<file path="src/rtl/uart_echo_tester.sv">
// Stop-and-wait loopback initiator: sends an LFSR byte stream through a uart core
// and scores every echoed byte for mismatches, framing errors and timeouts.
module uart_echo_tester #(
    parameter int          Count        = 256,
    parameter logic [7:0]  Seed         = 8'h01,
    parameter int          TimeoutWidth = 16
) (
    input  logic        clk_i,
    input  logic        reset_i,
    input  logic        start_i,
    output logic [7:0]  txdata_o,
    output logic        send_o,
    input  logic        txbusy_i,
    input  logic [7:0]  rxdata_i,
    input  logic        ready_i,
    input  logic        rxerr_i,
    output logic        busy_o,
    output logic        done_o,
    output logic        pass_o,
    output logic [15:0] errcount_o,
    output logic [7:0]  tocount_o,
    output logic [7:0]  first_exp_o,
    output logic [7:0]  first_got_o
);

    localparam logic [7:0]              SeedEff  = (Seed == 8'h00) ? 8'h01 : Seed;
    localparam logic [15:0]             CountW   = 16'(Count);
    localparam logic [TimeoutWidth-1:0] TimerOne = 1;

    typedef enum logic [2:0] {IDLE, SEND, WAIT, CHECK, DONE} state_t;

    state_t                  state_q, state_d;
    logic [7:0]              lfsr_q, lfsr_d;
    logic [15:0]             index_q, index_d;
    logic [TimeoutWidth-1:0] timer_q, timer_d;
    logic                    got_q, got_d;
    logic                    ferr_q, ferr_d;
    logic [7:0]              rxByte_q, rxByte_d;
    logic                    ready_q, rxerr_q;
    logic [7:0]              txdata_q, txdata_d;
    logic                    send_q, send_d;
    logic                    busy_q, busy_d;
    logic                    pass_q, pass_d;
    logic [15:0]             errCount_q, errCount_d;
    logic [7:0]              toCount_q, toCount_d;
    logic [7:0]              firstExp_q, firstExp_d;
    logic [7:0]              firstGot_q, firstGot_d;
    logic                    firstSeen_q, firstSeen_d;

    logic readyRise, rxerrRise, mismatch, advance;

    function automatic logic [7:0] lfsrNext(input logic [7:0] v);
        return {v[6:0], v[7] ^ v[5] ^ v[4] ^ v[3]};
    endfunction

    function automatic logic [15:0] satInc16(input logic [15:0] v);
        return (v == 16'hFFFF) ? v : v + 16'd1;
    endfunction

    function automatic logic [7:0] satInc8(input logic [7:0] v);
        return (v == 8'hFF) ? v : v + 8'd1;
    endfunction

    assign readyRise = ready_i & ~ready_q;
    assign rxerrRise = rxerr_i & ~rxerr_q;
    assign mismatch  = (rxByte_q != lfsr_q);

    always_ff @(posedge clk_i) begin
        if (reset_i) begin
            state_q     <= IDLE;
            lfsr_q      <= SeedEff;
            index_q     <= '0;
            timer_q     <= '0;
            got_q       <= 1'b0;
            ferr_q      <= 1'b0;
            rxByte_q    <= '0;
            ready_q     <= 1'b0;
            rxerr_q     <= 1'b0;
            txdata_q    <= '0;
            send_q      <= 1'b0;
            busy_q      <= 1'b0;
            pass_q      <= 1'b0;
            errCount_q  <= '0;
            toCount_q   <= '0;
            firstExp_q  <= '0;
            firstGot_q  <= '0;
            firstSeen_q <= 1'b0;
        end else begin
            state_q     <= state_d;
            lfsr_q      <= lfsr_d;
            index_q     <= index_d;
            timer_q     <= timer_d;
            got_q       <= got_d;
            ferr_q      <= ferr_d;
            rxByte_q    <= rxByte_d;
            ready_q     <= ready_i;
            rxerr_q     <= rxerr_i;
            txdata_q    <= txdata_d;
            send_q      <= send_d;
            busy_q      <= busy_d;
            pass_q      <= pass_d;
            errCount_q  <= errCount_d;
            toCount_q   <= toCount_d;
            firstExp_q  <= firstExp_d;
            firstGot_q  <= firstGot_d;
            firstSeen_q <= firstSeen_d;
        end
    end

    always_comb begin
        state_d     = state_q;
        lfsr_d      = lfsr_q;
        index_d     = index_q;
        timer_d     = timer_q;
        got_d       = got_q;
        ferr_d      = ferr_q;
        rxByte_d    = rxByte_q;
        txdata_d    = txdata_q;
        send_d      = send_q;
        busy_d      = busy_q;
        pass_d      = pass_q;
        errCount_d  = errCount_q;
        toCount_d   = toCount_q;
        firstExp_d  = firstExp_q;
        firstGot_d  = firstGot_q;
        firstSeen_d = firstSeen_q;
        advance     = 1'b0;

        case (state_q)
            IDLE: begin
                if (start_i) begin
                    errCount_d  = '0;
                    toCount_d   = '0;
                    firstExp_d  = '0;
                    firstGot_d  = '0;
                    firstSeen_d = 1'b0;
                    pass_d      = 1'b0;
                    index_d     = '0;
                    lfsr_d      = SeedEff;
                    busy_d      = 1'b1;
                    if (CountW == 16'd0) begin
                        state_d = DONE;
                    end else begin
                        state_d  = SEND;
                        txdata_d = SeedEff;
                        send_d   = 1'b1;
                    end
                end
            end
            SEND: begin
                if (txbusy_i) begin
                    send_d  = 1'b0;
                    state_d = WAIT;
                    timer_d = '0;
                    got_d   = 1'b0;
                    ferr_d  = 1'b0;
                end
            end
            WAIT: begin
                timer_d = timer_q + TimerOne;
                if (readyRise) begin
                    got_d    = 1'b1;
                    rxByte_d = rxdata_i;
                end
                if (rxerrRise) begin
                    ferr_d = 1'b1;
                end
                if (got_q && !txbusy_i) begin
                    state_d = CHECK;
                end else if (!got_q && (&timer_q)) begin
                    toCount_d  = satInc8(toCount_q);
                    errCount_d = satInc16(errCount_q);
                    advance    = 1'b1;
                end
            end
            CHECK: begin
                if (mismatch || ferr_q) begin
                    errCount_d = satInc16(errCount_q);
                end
                // Only a data mismatch is recorded; a framing error alone leaves first_* alone.
                if (mismatch && !firstSeen_q) begin
                    firstSeen_d = 1'b1;
                    firstExp_d  = lfsr_q;
                    firstGot_d  = rxByte_q;
                end
                advance = 1'b1;
            end
            DONE: begin
                state_d = IDLE;
            end
            default: begin
                state_d = IDLE;
            end
        endcase

        if (advance) begin
            lfsr_d  = lfsrNext(lfsr_q);
            index_d = index_q + 16'd1;
            if (index_d == CountW) begin
                state_d = DONE;
            end else begin
                state_d  = SEND;
                txdata_d = lfsr_d;
                send_d   = 1'b1;
            end
        end

        // Results settle on entry to DONE so they are valid alongside the done pulse.
        if (state_d == DONE && state_q != DONE) begin
            busy_d = 1'b0;
            pass_d = (errCount_d == 16'd0);
        end
    end

    assign txdata_o    = txdata_q;
    assign send_o      = send_q;
    assign busy_o      = busy_q;
    assign done_o      = (state_q == DONE);
    assign pass_o      = pass_q;
    assign errcount_o  = errCount_q;
    assign tocount_o   = toCount_q;
    assign first_exp_o = firstExp_q;
    assign first_got_o = firstGot_q;

endmodule
</file>
<file path="config.mk">
export PLATFORM = sky130hd
export DESIGN_NAME = uart_echo_tester
export DESIGN_NICKNAME = d
export VERILOG_FILES = /design/src/rtl/uart_echo_tester.sv
export SDC_FILE = /design/constraint.sdc
export NUM_CORES = 1
export LEC_CHECK = 0
export ABC_AREA = 1
export CAP_MARGIN = 40
export CORE_MARGIN = 2
export CORE_UTILIZATION = 50
export DETAILED_ROUTE_END_ITERATION = 16
export PLACE_DENSITY = 0.72
export SETUP_SLACK_MARGIN = 0.2
export SYNTH_ARGS = -nofsm -noshare
export SYNTH_HDL_FRONTEND = slang
export SYNTH_SLANG_ARGS = --single-unit
</file>
<file path="constraint.sdc">
create_clock -name clk_i -period 2.4 [get_ports clk_i]
set_input_delay 0.72 -clock clk_i [delete_from_list [all_inputs] [get_ports clk_i]]
set_output_delay 0.72 -clock clk_i [all_outputs]
set_load 0.005 [all_outputs]
</file>
==> parameters.txt, run 1 <==
Parameter                              Value

Timing
  Post-route clock skew ... 7.52 ps
  Relative max-transition margin ... 63.7%
  Sum of negative setup slack ... 0 ps
  Final Critical Period ... 2120 ps
  RSZ-0062 raised after global routing ... true
  Least setup slack across all paths after layout ... 276 ps
  Final setup viols ... 0
  Total count of max-transition violations in the final report ... 0
  Fmax ... 471 MHz
  Period utilization ... 88.5%
  Final number of hold-violating endpoints ... 0
  Hold slack final ... 471 ps
  Transition at the pin with the smallest max-transition slack ... 544 ps

CTS
  Inserted Clock Buffers ... 9
  Master cell of the clock root buffer ... sky130_fd_sc_hd__clkbuf_16
  Number of sinks handled by clock tree synthesis ... 107
  Hold_buf cts ... 0
  Clock latency of the later-clocked register in the worst-skew pair ... 360 ps
  Number of buffers on the longest clock path ... 2
  H-tree level count ... 3
  CTS tree ... yes
  Clock transition at path regs ... 70 ps

Die
  Starting density of the core ... 51.6%
  Boundary Pins ... 66
  Site Rows ... 39
  Die width ... 113 um
  Die span in y ... 113 um
  Full die area ... 12700 sq um
  Core region area ... 11500 sq um

Route
  Uppermost metal layer occupied by signal nets ... met4
  Post-detailed-route via-to-cell ratio ... 5.30
  Average wire length per cell after detail routing ... 13.6 um
  First-iteration detailed-routing DRC count ... 372
  Vias after detailed routing ... 6174
  Final antenna-violating net count ... 0
  Met2 routed WL ... 7290 um
  Drt first pass iters ... 5
  Sum of routed wire segments on met1 ... 7300 um
  Residual DRC ... 0
  Met3 routed WL ... 952 um
  Wire length reported by the detailed router ... 15900 um

Power
  Leakage component of the power ... 3.11 nW
  Maximum ir drop on the vdd rail ... 0.000535 V
  Pwr per Cell Area ... 489 nW/um^2
  Final Power ... 3.63 mW

Place
  Number of buffer cells added on primary ports ... 65
  Cell area after placement ... 6890 sq um
  Final weighted congestion in routability-driven placement ... 0.925
  Cell count after placement ... 1136
  HPWL Detailed ... 11100 um
  Post-Place Worst Slack ... -460 ps

GRT
  Antenna violations before repair ... 0
  Combined global-route utilization of all metal layers ... 25.1%
  Wire length of the first global-routing pass ... 26400 um
  Vias in the first global route ... 5594
  Maximum number of pins on one net before global-route repair ... 46
  Residual overflow from global routing ... 0

Synth
  Register area share after synthesis ... 36.2%
  Ys async rst share ... 0%
  Cells taking the most area after synthesis ... sky130_fd_sc_hd__dfxtp_1 36%, sky130_fd_sc_hd__nand2_1 17%, sky130_fd_sc_hd__nand3_1 8.6%, sky130_fd_sc_hd__inv_1 6.8%, sky130_fd_sc_hd__a21oi_1 6.7%
  Count of warnings emitted by yosys ... 0
  Post-synth EDFFs ... 0
  Commonest register cell after synthesis ... sky130_fd_sc_hd__dfxtp_1
  Post-synthesis cell count ... 920
  Yosys top cell area share ... 36.2%
  Netlist cell types ... 43
  Number of nets produced by synthesis ... 938
  Avg Synthesized Cell Area ... 6.43 sq um
  Cell Area, Synth ... 5910 sq um
  Flip-flop and latch count after synthesis ... 107
  Cell type contributing the most total cell area after synthesis ... sky130_fd_sc_hd__dfxtp_1

Final layout
  Nets ... 1036
  Share of cells above drive strength 1 ... 13.9%
  Non-filler cells in the finished layout ... 1165
  Post-layout utilization of the core ... 64.7%
  Area growth from synthesis to final layout ... 25.5%
  Post-Layout Inst Area ... 7420 sq um
  Antenna Cells ... 0
  Number of fill cells ... 1052

Critical path
  Required time worst endpoint ... 1680 ps
  List of cells traversed by the critical path ... buf_4, clkdlybuf4s50_1
  Setup Crit Path Kind ... reg -> out
  Critical path's slowest cell ... sky130_fd_sc_hd__clkdlybuf4s50_1
  Sum of buffers and inverters on the critical path ... 2
  Top cell family by delay on the critical path ... buffers and inverters
  Type of element launching the critical path ... flip-flop
  Crit path largest cell delay ... 500 ps
  Data arrival time at the worst-slack endpoint ... 1400 ps
  Kind of end point of the critical path ... primary output
  Largest fanout on the critical path ... 5

Outcome
  Outcome ... complete, no violations

Hold path
  Type of the most critical hold path ... reg -> reg

Flow run
  Max Cap Viol ... 0
-- placed cells by master, fill, tap and decap left out, types with 7 or more instances in the layout --
cell type	instances
sky130_fd_sc_hd__a21oi_1	79
sky130_fd_sc_hd__buf_4	49
sky130_fd_sc_hd__clkbuf_16	9
sky130_fd_sc_hd__clkdlybuf4s50_1	62
sky130_fd_sc_hd__dfxtp_1	100
sky130_fd_sc_hd__inv_1	105
sky130_fd_sc_hd__inv_2	10
sky130_fd_sc_hd__nand2_1	259
sky130_fd_sc_hd__nand2_2	14
sky130_fd_sc_hd__nand3_1	99
sky130_fd_sc_hd__nand4_1	15
sky130_fd_sc_hd__nor2_1	70
sky130_fd_sc_hd__nor2_2	14
sky130_fd_sc_hd__nor3_1	12
sky130_fd_sc_hd__o21ai_0	29
sky130_fd_sc_hd__o22ai_1	10
sky130_fd_sc_hd__xor2_1	7
-- layout make-up --
cell class	instances	area (sq um)	area share, %
clock buffers	11	253	3.40
well taps	143	179	2.41
multi-input cells	665	3290	44.3
flip-flops and latches	107	2150	29.0
repair buffers	118	1080	14.5
inverters	117	439	5.92
clock inverters	4	35.0	0.472
-- cells by family after synthesis --
family | synth area share, %
flops | 36.2
xor+xnor | 1.93
fa+ha+maj | 0.846
buf+inv | 10.0
compound gates | 12.6
simple gates | 38.4
-- synthesized netlist by cell type (all sizes together) (3+ instances only) --
library cell,number
a211oi,3
a21oi,80
and3,3
buf,16
clkbuf,14
dfxtp,107
ha,4
inv,115
nand2,275
nand3,104
nand4,15
nor2,89
nor3,17
o211ai,4
o21a,3
o21ai,32
o22ai,10
xnor2,4
xor2,9
-- sequential cells by signal (all words and copies together) (netlist names), 3 cells and up --
name	flops
errcount_o	16
index_q	16
timer_q	16
first_exp_o	8
first_got_o	8
lfsr_q	8
rxByte_q	8
tocount_o	8
txdata_o	8
state_q	3
-- power by group --
group / internal (mW) / switching, mW
registers: 1.80 / 0.0221
clock network: 0.765 / 0.689
logic: 0.136 / 0.222
total: 2.70 / 0.933
-- routing by layer --
| metal | vias to the layer above | global-route usage, % |
|---|---|---|
| met2 | 194 | 40.8 |
| met4 | 0 | 7.97 |
| met5 | - | 0 |
| met1 | 2785 | 33.8 |
| met3 | 30 | 5.09 |
| li1 | 3165 | - |
-- path summary, 6_finish.rpt --
check	start	endpoint	slack, ps	cells after the start
min	timer_q[13]	timer_q[13]	470	1
max reg2reg	index_q[0]	txdata_o[2]	310	14
min reg2reg	timer_q[13]	timer_q[13]	470	1
max	errcount_o[12]	errcount_o[12]	280	2
-- repair_timing --
action / 4_1_cts / 5_1_grt
pin swaps: 2 / 13
endpoints found under the setup margin: 14 / 45
gates resized for setup: 3 / 39
setup buffers: 1 / 13
Note: power is estimated with default switching activity, not from simulation.
==> run 2: changes to the inputs <==
Settings changed: CORE_UTILIZATION 50 to 39, PLACE_DENSITY 0.72 to unset.
==> run 2 against run 1 <==
Wire length increased by 4.1%. Design area increased by 2.0%. Total power rose by 3.6%. Sequential share of layout area is 0.51 points lower. Via count increased by 0.47%. Clock-buffer cell count is 1 higher. Sequential cell count unchanged. Critical path depth did not move. Largest cell class unchanged.
==> parameters.txt, run 2 (synthesis results as in run 1) <==
Parameter                              Value

Final layout
  Area growth from synthesis to final layout ... 28.0%
  Most used cells in the layout excluding fill and tap cells ... 258 x sky130_fd_sc_hd__nand2_1, 106 x sky130_fd_sc_hd__inv_1, 100 x sky130_fd_sc_hd__nand3_1
  Nets ... 1044 (+0.77%)
  Commonest non-fill, non-tap cell in the layout ... sky130_fd_sc_hd__nand2_1
  Share of cells above drive strength 1 ... 15.1% (+1.2 points)
  Antenna Cells ... 0 (unchanged)
  Post-layout utilization of the core ... 50.4% (-14 points)

Die
  Core region area ... 15000 sq um (+31%)
  Starting density of the core ... 39.3% (-12 points)
  Die span in y ... 127 um (+13%)
  Boundary Pins ... 66 (unchanged)
  Site Rows ... 45 (+15%)
  Full die area ... 16200 sq um (+27%)
  Die width ... 127 um (+13%)

CTS
  Number of sinks handled by clock tree synthesis ... 107 (unchanged)
  Number of buffers on the longest clock path ... 2 (unchanged)
  Master cell of the clock root buffer ... sky130_fd_sc_hd__clkbuf_16
  Clock latency of the later-clocked register in the worst-skew pair ... 360 ps (about the same)
  H-tree level count ... 3 (unchanged)
  Clock transition at path regs ... 70 ps (about the same)
  CTS tree ... yes
  Inserted Clock Buffers ... 9 (unchanged)

Place
  Final weighted congestion in routability-driven placement ... 0.921 (-0.38%)
  HPWL Detailed ... 11700 um (+5.1%)
  Post-Place Worst Slack ... -264 ps (+196 ps)
  Number of buffer cells added on primary ports ... 65 (unchanged)

Timing
  Final number of hold-violating endpoints ... 0 (unchanged)
  Transition at the pin with the smallest max-transition slack ... 519 ps (-25.6 ps)
  Final Critical Period ... 2130 ps (+4.45 ps)
  Hold slack final ... 476 ps (+5.20 ps)
  Fmax ... 470 MHz (-0.21%)
  Relative max-transition margin ... 65.4% (+1.7 points)
  Total count of max-transition violations in the final report ... 0 (unchanged)
  RSZ-0062 raised after global routing ... true
  Post-route clock skew ... 9.20 ps (+1.68 ps)
  Least setup slack across all paths after layout ... 272 ps (-4.45 ps)
  Final setup viols ... 0 (unchanged)
  Period utilization ... 88.7% (+0.19 points)

GRT
  Maximum number of pins on one net before global-route repair ... 46 (unchanged)
  Residual overflow from global routing ... 0 (unchanged)
  Antenna violations before repair ... 0 (unchanged)
  Combined global-route utilization of all metal layers ... 20.4% (-4.7 points)
  Vias in the first global route ... 5507 (-1.6%)
  Wire length of the first global-routing pass ... 27100 um (+2.5%)

Power
  Relative contribution of sequential cells to total power ... 48.3% (-1.8 points)
  Cell internal power dissipation ... 2.80 mW (+3.9%)
  Leakage component of the power ... 3.19 nW (+2.7%)
  Maximum ir drop on the vdd rail ... 0.000339 V (-37%)
  Net switching power figure ... 0.960 mW (+2.9%)
  Switching share of power ... 25.5% (-0.18 points)
  Pwr per Cell Area ... 497 nW/um^2 (+1.6%)
  Portion of total power attributed to the clock network ... 42.3% (+2.3 points)
  Combinational cell fraction of total power ... 9.3% (-0.6 points)

Critical path
  List of cells traversed by the critical path ... buf_4, clkdlybuf4s50_1
  Kind of end point of the critical path ... primary output
  Required time worst endpoint ... 1680 ps (about the same)
  Crit path largest cell delay ... 510 ps (about the same)
  Data arrival time at the worst-slack endpoint ... 1410 ps (about the same)
  Type of element launching the critical path ... flip-flop
  Sum of buffers and inverters on the critical path ... 2 (unchanged)
  Setup Crit Path Kind ... reg -> out
  Top cell family by delay on the critical path ... buffers and inverters
  Largest fanout on the critical path ... 7 (+2)
  Critical path's slowest cell ... sky130_fd_sc_hd__clkdlybuf4s50_1

Route
  Vias after detailed routing ... 6203 (+0.47%)
  First-iteration detailed-routing DRC count ... 510 (+37%)
  Final antenna-violating net count ... 0 (unchanged)
  Average wire length per cell after detail routing ... 13.5 um (-0.53%)
  Drt first pass iters ... 5 (unchanged)
  Post-detailed-route via-to-cell ratio ... 5.09 (-4.0%)
  Wire length reported by the detailed router ... 16500 um (+4.1%)
  Residual DRC ... 0 (unchanged)

Hold path
  Type of the most critical hold path ... reg -> reg

Outcome
  Outcome ... complete, no violations

Flow run
  Max Cap Viol ... 0 (unchanged)
==> run 2: cell types whose count changed in the layout (fill, tap and decap cells not counted), moves of 2 or more <==
cell,change
sky130_fd_sc_hd__xor2_1,+2
sky130_fd_sc_hd__inv_6,+2
sky130_fd_sc_hd__nor2_1,-5
sky130_fd_sc_hd__nor2_2,+4
sky130_fd_sc_hd__buf_4,+8
sky130_fd_sc_hd__nand2_4,+2
sky130_fd_sc_hd__xor2_2,-2
sky130_fd_sc_hd__dfxtp_2,+3
sky130_fd_sc_hd__dfxtp_1,-3
==> run 2: path summary, 6_finish.rpt <==
path,endpoint,start,slack (ps),cells past startpoint
worst max-delay path,errcount_o[0],errcount_o[0],270,2
worst min register to register,timer_q[15],timer_q[15],480,2
worst min-delay path,timer_q[15],timer_q[15],480,2
worst max register to register,pass_o,index_q[0],300,16
==> run 2: layout make-up <==
type                       count  area (sq um)
clock buffer                  12           256
clock inverter                 4          55.1
fill                        1497          7460
inverter                     117           439
multi-input combinational    665          3300
sequential                   107          2160
tap                          188           235
timing repair buffer         126          1130
==> run 2: worst reg2reg max path, stage by stage, from the launching register on <==
cell and delay [ps]:
sky130_fd_sc_hd__dfxtp_4 370, sky130_fd_sc_hd__ha_4 140, sky130_fd_sc_hd__nand2_4 60, sky130_fd_sc_hd__nor3_4 200
sky130_fd_sc_hd__buf_6 150, sky130_fd_sc_hd__nand2_4 40, sky130_fd_sc_hd__nand2_2 50, sky130_fd_sc_hd__nand2_2 70
sky130_fd_sc_hd__nor2_1 110, sky130_fd_sc_hd__nand2_1 70, sky130_fd_sc_hd__nor2_2 160, sky130_fd_sc_hd__nand2_4 100
sky130_fd_sc_hd__nor2_4 160, sky130_fd_sc_hd__buf_4 120, sky130_fd_sc_hd__inv_1 50, sky130_fd_sc_hd__nand3_1 80
sky130_fd_sc_hd__a21oi_2 50
==> run 2: per-stage QoR <==
stage               setup TNS, ps  instance area [sq um]  power [mW]  instances
floorplan                       0                   5910        2.05        920
global placement             -314                   7010        2.20       1190
detailed placement           -551                   7010        2.20       1190
CTS                             0                   7360        3.78       1209
global route                    0                   7570        3.91       1219
finish                          0                   7570        3.76       1219
==> run 2: layer usage <==
layer / GRT usage, % / vias to the layer above / part of all wire [%]
met3: 3.18 / 16 / 4.9
met5: 0 / - / 0
met4: 4.98 / 0 / 1.1
met1: 28.4 / 2838 / 49
li1: - / 3187 / -
met2: 33.4 / 162 / 45
==> run 2: timing repair <==
item	in CTS	in global routing
pin swaps	2	16
hold buffers	0	0
buffers inserted	3	10
resized for setup	4	45
endpoints found under the setup margin	11	33
gates cloned	0	0
==> run 2: power groups by stage <==
stage	Clock [mW]	Sequential, mW	Combinational, mW
6_report	1.59	1.82	0.351
5_1_grt	1.70	1.82	0.387
4_1_cts	1.62	1.82	0.342
3_5_place_dp	0	1.86	0.339
3_3_place_gp	0	1.86	0.338
2_1_floorplan	0	1.86	0.198
==> run 3: changes to the inputs <==
Settings changed: CORE_ASPECT_RATIO set to 0.75.
==> run 3 against run 2 <==
Combinational power up 5%. Design area about the same. Cell count up 0.66%. Global-route usage up 0.49 points. Critical path type unchanged. Worst hold slack worse by 3.6 ps. First-iteration DRC count down 6.5%. Wire length up 2.3%. Total power down 0.99%. Sequential cell count unchanged. Via count down 1.8%. Die area about the same. Core utilization up 1.3 points.
==> parameters.txt, run 3 (synthesis results as in run 1) <==
Parameter                              Value

Outcome
  Outcome ... complete, no violations

Die
  Boundary Pins ... 66 (unchanged)
  Die width ... 146 um (+15%)
  Core region area ... 14600 sq um (-2.6%)
  Full die area ... 16200 sq um (about the same)
  Starting density of the core ... 40.4% (+1.0 points)
  Site Rows ... 38 (-16%)
  Die span in y ... 111 um (-13%)

Critical path
  Largest fanout on the critical path ... 7 (unchanged)
  Number of cell instances on the worst register-to-register path ... 15 (-1)
  Setup Crit Path Kind ... reg -> out
  Data arrival time at the worst-slack endpoint ... 1430 ps (+20 ps)
  Required time worst endpoint ... 1680 ps (about the same)
  Kind of end point of the critical path ... primary output
  Type of element launching the critical path ... flip-flop

Timing
  Final setup viols ... 0 (unchanged)
  Hold slack final ... 472 ps (-3.59 ps)
  Total count of max-transition violations in the final report ... 0 (unchanged)
  Least setup slack across all paths after layout ... 253 ps (-18.6 ps)
  Transition at the pin with the smallest max-transition slack ... 535 ps (+16.2 ps)
  RSZ-0062 raised after global routing ... true
  Final number of hold-violating endpoints ... 0 (unchanged)
  Final Critical Period ... 2150 ps (+18.6 ps)
  Fmax ... 466 MHz (-0.86%)
  Relative max-transition margin ... 64.3% (-1.1 points)
  Post-route clock skew ... 17.2 ps (+8.03 ps)
  Period utilization ... 89.5% (+0.77 points)

CTS
  Inserted Clock Buffers ... 9 (unchanged)
  H-tree level count ... 3 (unchanged)
  Clock latency of the later-clocked register in the worst-skew pair ... 370 ps (about the same)
  Number of sinks handled by clock tree synthesis ... 107 (unchanged)
  Master cell of the clock root buffer ... sky130_fd_sc_hd__clkbuf_16
  Number of buffers on the longest clock path ... 2 (unchanged)
  Clock transition at path regs ... 80 ps (about the same)
  Hold_buf cts ... 0 (unchanged)
  CTS tree ... yes

Place
  Post-Place Worst Slack ... -167 ps (+96.3 ps)
  Cell count after placement ... 1201 (+0.92%)
  HPWL Detailed ... 12000 um (+2.2%)
  Final weighted congestion in routability-driven placement ... 0.900 (-2.3%)
  Number of buffer cells added on primary ports ... 65 (unchanged)

Power
  Pwr per Cell Area ... 492 nW/um^2 (-0.96%)
  Leakage component of the power ... 3.15 nW (-1.2%)
  Maximum ir drop on the vdd rail ... 0.000315 V (-7.0%)

Route
  First-iteration detailed-routing DRC count ... 477 (-6.5%)
  Vias after detailed routing ... 6092 (-1.8%)
  Residual DRC ... 0 (unchanged)
  Drt first pass iters ... 8 (+3)
  Wire length reported by the detailed router ... 16900 um (+2.3%)
  Average wire length per cell after detail routing ... 13.8 um (+1.6%)
  Final antenna-violating net count ... 0 (unchanged)
  Post-detailed-route via-to-cell ratio ... 4.96 (-2.4%)

Final layout
  Commonest non-fill, non-tap cell in the layout ... sky130_fd_sc_hd__nand2_1
  Nets ... 1040 (-0.38%)
  Antenna Cells ... 0 (unchanged)
  Most used cells in the layout excluding fill and tap cells ... 261 x sky130_fd_sc_hd__nand2_1, 104 x sky130_fd_sc_hd__inv_1, 99 x sky130_fd_sc_hd__nand3_1
  Share of cells above drive strength 1 ... 15.7% (+0.55 points)
  Area growth from synthesis to final layout ... 28.0% (about the same)
  Non-filler cells in the finished layout ... 1227 (+0.66%)

GRT
  Residual overflow from global routing ... 0 (unchanged)
  Vias in the first global route ... 5403 (-1.9%)
  Antenna violations before repair ... 0 (unchanged)
  Combined global-route utilization of all metal layers ... 20.9% (+0.49 points)
  Wire length of the first global-routing pass ... 27900 um (+3.3%)
  Maximum number of pins on one net before global-route repair ... 46 (unchanged)

Flow run
  Max Cap Viol ... 0 (unchanged)

Hold path
  Instance count along the most critical hold path ... 2 (unchanged)
  Type of the most critical hold path ... reg -> reg
## run 3: changes by cell type in the layout (fill, tap and decap cells not counted), sizes merged
cell	delta
buf	-4
clkbuf	-3
clkinv	+3
bufinv	-1
clkdlybuf4s50	-1
dlymetal6s2s	+1
inv	+1
## run 3: final cells by class
| type | count | area, sq um |
|---|---|---|
| clock inverters | 7 | 80.1 |
| well taps | 200 | 250 |
| repair buffers | 122 | 1100 |
| clock buffers | 9 | 225 |
| flip-flops and latches | 107 | 2160 |
| multi-input cells | 665 | 3300 |
| inverters | 117 | 443 |
| fillers | 1497 | 7080 |
## run 3: worst max-delay path, stage by stage (launching register included)
cell and delay, ps:
sky130_fd_sc_hd__dfxtp_1 370, sky130_fd_sc_hd__buf_4 190, sky130_fd_sc_hd__clkdlybuf4s50_1 510
## run 3: layer usage
metal / up-vias / GRT usage, % / routed length [um]
met2: 164 / 28.4 / 6740
met4: 0 / 5.63 / 180
met3: 14 / 3.46 / 874
li1: 3180 / - / -
met5: - / 0 / 0
met1: 2734 / 33.4 / 9110
## run 3: final timing paths
path                 startpoint       endpoint  slack, ps
hold / removal      txdata_o[0]    txdata_o[0]        470
setup reg to reg     index_q[1]    txdata_o[3]        340
hold reg to reg     txdata_o[0]    txdata_o[0]        470
setup / recovery  errcount_o[0]  errcount_o[0]        250
## run 3: where the power goes
part	internal (mW)	switching [mW]
sequential	1.80	0.0227
combinational	0.142	0.225
clock	0.746	0.791
## run 3: repair_timing
| action | CTS | global route |
|---|---|---|
| gates cloned | 0 | 0 |
| pin swaps | 2 | 11 |
| endpoints found under the hold margin | 0 | 0 |
| resized for setup | 3 | 53 |
| setup buffers | 2 | 8 |
| setup endpoints to repair | 10 | 43 |
## run 3: through the flow
step | util, % | setup TNS [ps] | total power [mW] | area, sq um
3_3_place_gp | 48.0 | -304 | 2.22 | 7030
3_5_place_dp | 48.0 | -540 | 2.22 | 7030
4_1_cts | 50.3 | 0 | 3.75 | 7360
2_1_floorplan | - | 0 | 2.05 | 5910
6_report | 51.7 | 0 | 3.73 | 7570
5_1_grt | 51.7 | 0 | 3.87 | 7570
